### config.mk
export PLATFORM = sky130hd
export DESIGN_NAME = tuning_word_editor
export DESIGN_NICKNAME = d
export VERILOG_FILES = /design/src/rtl/tuning_word_editor_pkg.sv /design/src/rtl/tuning_word_editor_key_debouncer.sv /design/src/rtl/tuning_word_editor.sv
export SDC_FILE = /design/constraint.sdc
export NUM_CORES = 1
export LEC_CHECK = 0
export ABC_AREA = 1
export CORE_MARGIN = 2
export CORE_UTILIZATION = 50
export CTS_CLUSTER_SIZE = 40
export DETAILED_ROUTE_END_ITERATION = 12
export PLACE_DENSITY = 0.68
export SYNTH_ARGS = -nofsm -noshare
export SYNTH_HDL_FRONTEND = slang
export SYNTH_SLANG_ARGS = --single-unit
export TNS_END_PERCENT = 100
### constraint.sdc
create_clock -name clk -period 2.99 [get_ports clk]
set_input_delay 0.598 -clock clk [delete_from_list [all_inputs] [get_ports clk]]
set_output_delay 0.598 -clock clk [all_outputs]
set_load 0.05 [all_outputs]
### src/rtl/tuning_word_editor_pkg.sv
// Shared definitions for the front-panel tuning word editor.
package tuning_word_editor_pkg;

  // Editor FSM states
  localparam logic [1:0] ST_IDLE   = 2'd0;
  localparam logic [1:0] ST_EDIT   = 2'd1;
  localparam logic [1:0] ST_COMMIT = 2'd2;

  // Edit action selected from the key events
  typedef enum logic [1:0] {
    ACT_NONE = 2'd0,
    ACT_SEL  = 2'd1,
    ACT_INC  = 2'd2,
    ACT_DEC  = 2'd3
  } action_t;

  // Key indices into the press-event vector
  localparam int KEY_SEL  = 0;
  localparam int KEY_INC  = 1;
  localparam int KEY_DEC  = 2;
  localparam int NUM_KEYS = 3;

  // Default timing for a 50 MHz clock
  localparam int DEFAULT_DEBOUNCE_CYCLES = 500000;
  localparam int DEFAULT_BLINK_CYCLES    = 12500000;

  // Apply an edit action to one hex digit; wraps within the nibble, no carry/borrow
  function automatic logic [3:0] nibble_step(input logic [3:0] n, input action_t act);
    logic [3:0] r;
    case (act)
      ACT_INC: r = n + 4'd1;
      ACT_DEC: r = n - 4'd1;
      default: r = n;
    endcase
    return r;
  endfunction

endpackage

### src/rtl/tuning_word_editor_key_debouncer.sv
// Push-button conditioner: 2-FF synchronizer, level debouncer and press pulse.
module key_debouncer #(
  parameter int DEBOUNCE_CYCLES = 500000
) (
  input  logic clk,
  input  logic reset,
  input  logic key,
  output logic press
);

  localparam int CNT_W = (DEBOUNCE_CYCLES > 1) ? $clog2(DEBOUNCE_CYCLES) : 1;
  localparam logic [CNT_W-1:0] CNT_LAST = CNT_W'(DEBOUNCE_CYCLES - 1);

  logic             sync1_r;
  logic             sync2_r;
  logic             level_r;
  logic [CNT_W-1:0] cnt_r;

  // Bring the asynchronous button level into the clock domain (idle = released = 1)
  always_ff @(posedge clk or negedge reset) begin
    if (!reset) begin
      sync1_r <= 1'b1;
      sync2_r <= 1'b1;
    end else begin
      sync1_r <= key;
      sync2_r <= sync1_r;
    end
  end

  // Accept a new level after DEBOUNCE_CYCLES consecutive differing samples; pulse on press
  always_ff @(posedge clk or negedge reset) begin
    if (!reset) begin
      level_r <= 1'b1;
      cnt_r   <= '0;
      press   <= 1'b0;
    end else begin
      press <= 1'b0;
      if (sync2_r == level_r) begin
        cnt_r <= '0;
      end else if (cnt_r == CNT_LAST) begin
        level_r <= sync2_r;
        cnt_r   <= '0;
        press   <= ~sync2_r;
      end else begin
        cnt_r <= cnt_r + 1'b1;
      end
    end
  end

endmodule

### src/rtl/tuning_word_editor.sv
// Front-panel editor for the DDS tuning word: edits one hex digit at a time,
// drives the 7-segment converter with a blinking cursor digit and publishes
// committed words with a one-cycle update strobe.
module tuning_word_editor
  import tuning_word_editor_pkg::*;
#(
  parameter int TW_WIDTH        = 32,
  parameter int DEBOUNCE_CYCLES = DEFAULT_DEBOUNCE_CYCLES,
  parameter int BLINK_CYCLES    = DEFAULT_BLINK_CYCLES
) (
  input  logic                            clk,
  input  logic                            reset,
  input  logic                            key_inc,
  input  logic                            key_dec,
  input  logic                            key_sel,
  output logic [TW_WIDTH-1:0]             tuning_word,
  output logic                            tw_update,
  output logic [$clog2(TW_WIDTH/4)-1:0]   cursor,
  output logic [3:0]                      disp_count,
  output logic                            disp_on
);

  localparam int NUM_DIGITS = TW_WIDTH / 4;
  localparam int CUR_W      = $clog2(NUM_DIGITS);
  localparam logic [CUR_W-1:0] CUR_LAST = CUR_W'(NUM_DIGITS - 1);
  localparam int BLINK_W    = (BLINK_CYCLES > 1) ? $clog2(BLINK_CYCLES) : 1;
  localparam logic [BLINK_W-1:0] BLINK_LAST = BLINK_W'(BLINK_CYCLES - 1);

  logic [NUM_KEYS-1:0] press;
  logic [1:0]          state_r;
  action_t             action_r;
  action_t             act_s;
  logic [TW_WIDTH-1:0] shadow_r;
  logic [TW_WIDTH-1:0] shadow_next_s;
  logic [CUR_W-1:0]    cursor_next_s;
  logic [3:0]          cur_nib_s;
  logic [BLINK_W-1:0]  blink_r;

  key_debouncer #(.DEBOUNCE_CYCLES(DEBOUNCE_CYCLES)) u_deb_sel (
    .clk(clk), .reset(reset), .key(key_sel), .press(press[KEY_SEL])
  );
  key_debouncer #(.DEBOUNCE_CYCLES(DEBOUNCE_CYCLES)) u_deb_inc (
    .clk(clk), .reset(reset), .key(key_inc), .press(press[KEY_INC])
  );
  key_debouncer #(.DEBOUNCE_CYCLES(DEBOUNCE_CYCLES)) u_deb_dec (
    .clk(clk), .reset(reset), .key(key_dec), .press(press[KEY_DEC])
  );

  // Pick a single action per cycle: sel beats inc beats dec, losers are dropped
  always_comb begin
    act_s = ACT_NONE;
    if (press[KEY_SEL]) begin
      act_s = ACT_SEL;
    end else if (press[KEY_INC]) begin
      act_s = ACT_INC;
    end else if (press[KEY_DEC]) begin
      act_s = ACT_DEC;
    end else begin
      act_s = ACT_NONE;
    end
  end

  // Next shadow word and cursor for the latched action
  always_comb begin
    cur_nib_s     = 4'(shadow_r >> {cursor, 2'b00});
    shadow_next_s = shadow_r;
    shadow_next_s[{cursor, 2'b00} +: 4] = nibble_step(cur_nib_s, action_r);
    cursor_next_s = cursor;
    if (action_r == ACT_SEL) begin
      cursor_next_s = (cursor == CUR_LAST) ? '0 : cursor + 1'b1;
    end else begin
      cursor_next_s = cursor;
    end
  end

  // Editor FSM: latch action, apply it to shadow/cursor, publish inc/dec results
  always_ff @(posedge clk or negedge reset) begin
    if (!reset) begin
      state_r     <= ST_IDLE;
      action_r    <= ACT_NONE;
      shadow_r    <= '0;
      cursor      <= '0;
      tuning_word <= '0;
      tw_update   <= 1'b0;
    end else begin
      tw_update <= 1'b0;
      case (state_r)
        ST_IDLE: begin
          if (act_s != ACT_NONE) begin
            action_r <= act_s;
            state_r  <= ST_EDIT;
          end else begin
            state_r  <= ST_IDLE;
          end
        end
        ST_EDIT: begin
          shadow_r <= shadow_next_s;
          cursor   <= cursor_next_s;
          if ((action_r == ACT_INC) || (action_r == ACT_DEC)) begin
            tuning_word <= shadow_next_s;
            tw_update   <= 1'b1;
          end else begin
            tuning_word <= tuning_word;
          end
          state_r <= ST_COMMIT;
        end
        ST_COMMIT: begin
          action_r <= ACT_NONE;
          state_r  <= ST_IDLE;
        end
        default: begin
          action_r <= ACT_NONE;
          state_r  <= ST_IDLE;
        end
      endcase
    end
  end

  // Display digit follows the shadow nibble under the cursor, one cycle behind
  always_ff @(posedge clk or negedge reset) begin
    if (!reset) begin
      disp_count <= 4'd0;
    end else begin
      disp_count <= cur_nib_s;
    end
  end

  // Cursor blink: toggle on counter wrap, restart lit on any key press
  always_ff @(posedge clk or negedge reset) begin
    if (!reset) begin
      blink_r <= '0;
      disp_on <= 1'b1;
    end else if (|press) begin
      blink_r <= '0;
      disp_on <= 1'b1;
    end else if (blink_r == BLINK_LAST) begin
      blink_r <= '0;
      disp_on <= ~disp_on;
    end else begin
      blink_r <= blink_r + 1'b1;
    end
  end

endmodule
# After elaboration in Yosys (flattened, before gate mapping)
# Cells that the tools add are included.
# op_classes
n_shift	3
eq_ne	13
mux	28
bitwise	8
reduce_logical	11
magnitude_cmp	0
add_sub_neg	8
n_div	0
n_mul	0
# op_table
operator	n
$mux 19	6
$add 19x1->19 const B	3
$eq 19x19->1 const B	3
$mux 24	2
$bwmux 32	1
$shift 4x7->32 const A	1
$shiftx 4x7->32	1
$shr 32x5->4	1
$add 24x1->24 const B	1
$eq 24x24->1 const B	1
$reduce_and 2->1	6
$mux 1	11
$mux 2	4
$not 1->1	8
$pmux 2 s2	2
$pmux 4 s2	1
$neg 5->7	1
$add 4x1->4 const B	1
$eq 2x1->1 const B	2
$eq 2x2->1 const B	2
$reduce_bool 2->1	2
$sub 4x1->4 const B	1
$add 3x1->3 const B	1
$eq 1x1->1	3
6 further kinds	6
# word_totals
wordCells	95
latch_bits	0
out_inout_bits	41
memories	0
regBits	170
romBits	0
ramBits	0
in_bits	5

# Depth between registers and ports, before layout
# logic_depth
word_depth	6
ltp_mapped	20
mapped_depth_nobuf	19

# Modules after synthesis
# A second synthesis with hierarchy kept.
# hier_totals
cells_unflattened	1086
area_unflattened_um2	8883.5
# by_module_without_submodules
module	area_per_inst_um2	cells_per_inst	n_inst	seq_area_each_um2
tuning_word_editor	5220.0	636	1	2528.7
key_debouncer	1221.2	150	3	579.3

# Worst setup path after synthesis
# OpenSTA, ideal clock, no wires.
# synth_timing
path_kind	reg2reg
from	register cursor[0]
to	register shadow_r[29]
arrival_ns	2.617
period_less_slack_ns	2.694
t_required_ns	2.913
n_path_buf	2
setup_ns	0.077
stages_incl_launch_ff	17
path_slack_ns	0.296
cell_sequence	dfrtp_1 buf_6 buf_12 nand2_1 nand3_1 nand3_2 nand2_2 inv_1 fa_1 inv_1 o21ai_1 inv_2 nor2_4 nand3_1 nand2_1 o21ai_1 o21ai_1
# synth_between
elab_chain_cells	5
word_cells_on_any_way	8
cone_classes	add/sub (3); shift (3); mux (2)
# synth_rtl
item	line	rtl
start, declared	tuning_word_editor.sv:18	output logic [$clog2(TW_WIDTH/4)-1:0] cursor,
start signal, assigned	tuning_word_editor.sv:98	cursor <= cursor_next_s;
$shr 32x5->4 *	tuning_word_editor.sv:65	cur_nib_s = 4'(shadow_r >> {cursor, 2'b00});
named net cur_nib_s[0]	tuning_word_editor.sv:36	logic [3:0] cur_nib_s;
$sub 4x1->4 or $add 4x1->4 (tied branches)	tuning_word_editor_pkg.sv:32, tuning_word_editor_pkg.sv:31	
$pmux 4 s2 *	tuning_word_editor_pkg.sv:30	case (act)
$shiftx 4x7->32 *	tuning_word_editor.sv:67	shadow_next_s[{cursor, 2'b00} +: 4] = nibble_step(cur_nib_s, action_r);
$bwmux 32 *	tuning_word_editor.sv:67	
end signal, assigned	tuning_word_editor.sv:97	shadow_r <= shadow_next_s;
end, declared	tuning_word_editor.sv:33	logic [TW_WIDTH-1:0] shadow_r;
# Mark *: on every way through the listed nets, which the timed path passes. The rest lies on a longest branch.
# A chain may end at the register's enable or synchronous reset.

# Final worst setup path
# layout_timing
from	register cursor[0]
to	register tuning_word[11]
# layout_between
elab_chain_cells	5
word_cells_on_any_way	8
cone_classes	add/sub (3); shift (3); mux (2)
# layout_rtl
item	line	rtl
$shr 32x5->4 *	tuning_word_editor.sv:65	
named net cur_nib_s[2]	tuning_word_editor.sv:36	
$sub 4x1->4 or $add 4x1->4 (tied branches)	tuning_word_editor_pkg.sv:32, tuning_word_editor_pkg.sv:31	
$pmux 4 s2 *	tuning_word_editor_pkg.sv:30	
$shiftx 4x7->32 *	tuning_word_editor.sv:67	
$bwmux 32 *	tuning_word_editor.sv:67	
end signal, assigned	tuning_word_editor.sv:100	tuning_word <= shadow_next_s;
end signal, assigned	tuning_word_editor.sv:103	tuning_word <= tuning_word;
end, declared	tuning_word_editor.sv:16	output logic [TW_WIDTH-1:0] tuning_word,
# Marks and branches as above.

==> results.py <==
metrics = {
    "place": {
        "gp_congestion": 0.937,
        "port_buffers": 45,
        "hpwlAfterDp_um": 12300,
        "post-place-ws_ps": 311,
        "place_inst": 1241,
    },
    "layout": {
        "area.growth.synth_to_final_pct": 16.3,
        "diodes": 0,
        "multi_input_area_um2": 3580,
        "stdcell_count": 1273,
        "regArea_um2": 4270,
        "drive_gt1_share_pct": 12.6,
        "fin_nets": 1059,
        "fill_cells": 1433,
    },
    "worst_setup_path": {
        "path_buf_inv": 4,
        "crit_top_cell": "nand2_1",
        "crit_fanout": 29,
        "slowest_delay_ps": 420,
        "cp-start-kind": "register",
        "cp_data_required_time_ps": 3350,
        "cp_cell_sequence": "buf_12 -> inv_8 -> o21ai_0 -> nand2_1 -> nand2_1 -> nand2_2 -> ha_1 -> nand2_1 -> inv_1 -> nand3_1 -> nand2_1 -> inv_1 -> nand2_1 -> nand3_2 -> nand2_2 -> nand3_1 -> nand2_1 -> nand3_1 -> nand2_1",
        "critPathTopFamily": "simple AND/OR/NAND/NOR gates",
        "path_class": "reg2reg",
        "cp-end-kind": "register",
        "arrival_ps": 3020,
        "slowest_stage": "dfrtp_2",
    },
    "global_routing": {
        "grt_max_degree": 65,
        "grt_pass1_vias": 6336,
        "antenna_found_initial": 0,
        "track_usage_pct": 21.0,
        "grt_pass1_wl_um": 30300,
        "gr-total-overflow": 0,
    },
    "die": {
        "die_y_um": 134,
        "ios": 46,
        "initial_core_util_pct": 51.1,
        "die_x_um": 134,
        "coreArea_um2": 16500,
        "placementRows": 47,
        "die_area_um2": 18000,
    },
    "cts": {
        "clock-sinks": 170,
        "clk_latency_ps": 430,
        "cts_hold_buf": 0,
        "ctsHtreeMaxLevel": 4,
        "cts_tree": "done",
        "cts-root-buf": "clkbuf_16",
        "cts.path.max_buffers": 2,
        "cts_buffers": 17,
        "clkTransAtPathRegs_ps": 60,
    },
    "logic_synthesis": {
        "ys_async_sr_fraction_pct": 100,
        "synth-edff-count": 0,
        "syn_inst": 983,
        "synthAdderAreaFrac_pct": 2.16,
        "synth_top_area_share_pct": 47.4,
        "syn_area_per_cell_um2": 8.60,
        "synth_ff_type": "dfrtp_1",
        "yosys.area_share.simple_pct": 25.7,
        "syn-cell-area_um2": 8450,
        "synth_xor_area_share_pct": 2.27,
        "synth-seq-cells": 170,
        "yosysSeqAreaShare_pct": 50.5,
        "yosys.cell_types.count": 49,
        "synth_warnings": 0,
        "synthMuxAreaShare_pct": 0.474,
        "synth.net_count": 1002,
        "synth_top_family_by_area": "simple AND/OR/NAND/NOR gates",
        "synth_compound_area_share_pct": 11.7,
        "synth_area_leaders": "dfrtp_1 (47%), nand2_1 (9.1%), inv_1 (5.0%)",
        "yosysTopAreaCell": "dfrtp_1",
    },
    "run_status": {
        "status": "finished clean",
    },
    "sta": {
        "holdWs_ps": 143,
        "period_needed_ps": 2660,
        "tns_ps": 0,
        "setup_viol": 0,
        "period_share_pct": 89.0,
        "rsz0062_at_grt": "false",
        "hold_viol": 0,
        "drv_slew": 0,
        "finClkSkew_ps": 9.98,
        "tightest_slew_ps": 597,
        "fmax_ghz": 0.376,
        "maxSlewHeadroom_pct": 60.2,
        "fin_ws_ps": 330,
    },
    "detailed_routing": {
        "first_pass_iters": 4,
        "viasPerCell": 5.19,
        "vias": 6601,
        "drtAntennaViolNets": 0,
        "drc_errors": 0,
        "wire_per_inst_um": 13.6,
        "drt_iter0_drc": 345,
        "wirelength_um": 17300,
    },
    "min_path": {
        "min_path_type": "in2async",
    },
    "run": {
        "cap_violations": 0,
    },
    "power_and_ir_drop": {
        "p_leak_uw": 0.00431,
        "p_per_area_nw_per_um2": 489,
        "peakVddDrop_mv": 0.419,
        "total_power_uw": 4800,
    },
}
==> cell type report <==
class,count,area share (%)
Sequential cell,170,43.4
Multi-Input combinational cell,670,36.4
Clock buffer,22,4.93
Tap cell,220,2.80
Clock inverter,10,1.66
Inverter,122,4.74
Timing Repair Buffer,59,6.02
==> state kept, by name, indices dropped and copies added (netlist names) <==
signal	count
tuning_word	32
action_r	2
u_deb_dec.sync2_r	1
cursor	3
disp_on	1
u_deb_dec.level_r	1
u_deb_sel.level_r	1
u_deb_inc.press	1
u_deb_inc.sync2_r	1
u_deb_sel.sync2_r	1
shadow_r	32
u_deb_sel.sync1_r	1
tw_update	1
u_deb_inc.level_r	1
u_deb_dec.press	1
u_deb_dec.cnt_r	19
u_deb_sel.press	1
u_deb_inc.cnt_r	19
u_deb_sel.cnt_r	19
u_deb_dec.sync1_r	1
u_deb_inc.sync1_r	1
disp_count	4
state_r	2
blink_r	24
==> cells in the final DEF (no fill, tap or decap), types with 13 or more instances in the layout <==
cell type,n
nand2_1,205
dfrtp_1,158
inv_1,112
nor2_1,84
o21ai_0,64
nand3_1,52
o21ai_1,49
clkdlybuf4s50_1,43
a21oi_1,41
nor3_1,17
clkbuf_16,17
nand4_1,15
xor2_1,13
ha_1,13
==> power by group <==
group	switching, uW	internal (uW)
clock network	895	1490
logic	68.9	23.7
registers	9.24	2320
total	973	3830
==> metal layers <==
| metal | up-vias | track usage, % | routed length, um |
|---|---|---|---|
| li1 | 3334 | - | - |
| met1 | 3145 | 30.0 | 8470 |
| met2 | 102 | 32.1 | 7870 |
| met3 | 20 | 4.54 | 690 |
| met4 | 0 | 6.97 | 230 |
| met5 | - | 0 | 0 |
==> what timing repair did <==
item,4_1_cts,5_1_grt
buffers inserted,0,0
resized for setup,0,2
setup endpoints to repair,0,3
==> kinds of logic (layout without fill, tap and decap cells) <==
kind of cell	Yosys count	after routing
simple gates	451	451
compound gates	180	180
flops	170	170
buf+inv	143	213
xor+xnor	21	21
fa+ha+maj	14	14
mux	4	4
==> cell usage after synthesis, drive strengths merged, types with 7 or more instances <==
cell type  instances
nand2            217
nand3             64
dfrtp            160
ha                13
a21oi             41
xnor2              7
dfstp             10
nor4              14
clkbuf            10
xor2              14
nor3              24
o21ai            124
nor3b              9
nor2             100
buf               11
nand4             16
inv              119
==> worst register-to-register path, delay by kind of cell (launching register included) <==
family                     cells  cell delay, ps
AOI/OAI and AO/OA              1             160
DFF                            1             420
buffers and inverters          4             400
and+or+nand+nor               13            1270
adders and majority gates      1             350
==> per-stage QoR <==
step / area (um^2) / util (%)
5_1_grt: 9830 / 59.5
4_1_cts: 9820 / 59.4
6_report: 9830 / 59.5
3_5_place_dp: 9180 / 55.5
2_1_floorplan: 8450 / -
3_3_place_gp: 9180 / 55.5
==> worst paths after layout <==
path	startpoint	cells after the start	endpoint	slack, ps
worst max register to register	cursor[0]	19	tuning_word[11]	330
min in group clk	u_deb_inc.sync1_r	0	u_deb_inc.sync2_r	360
worst min register to register	u_deb_inc.sync1_r	0	u_deb_inc.sync2_r	360
worst max-delay path	cursor[0]	19	tuning_word[11]	330
max in group asynchronous	reset	2	disp_on	2080
worst min-delay path	reset	1	u_deb_dec.cnt_r[15]	140
(Power assumes the default switching activity.)
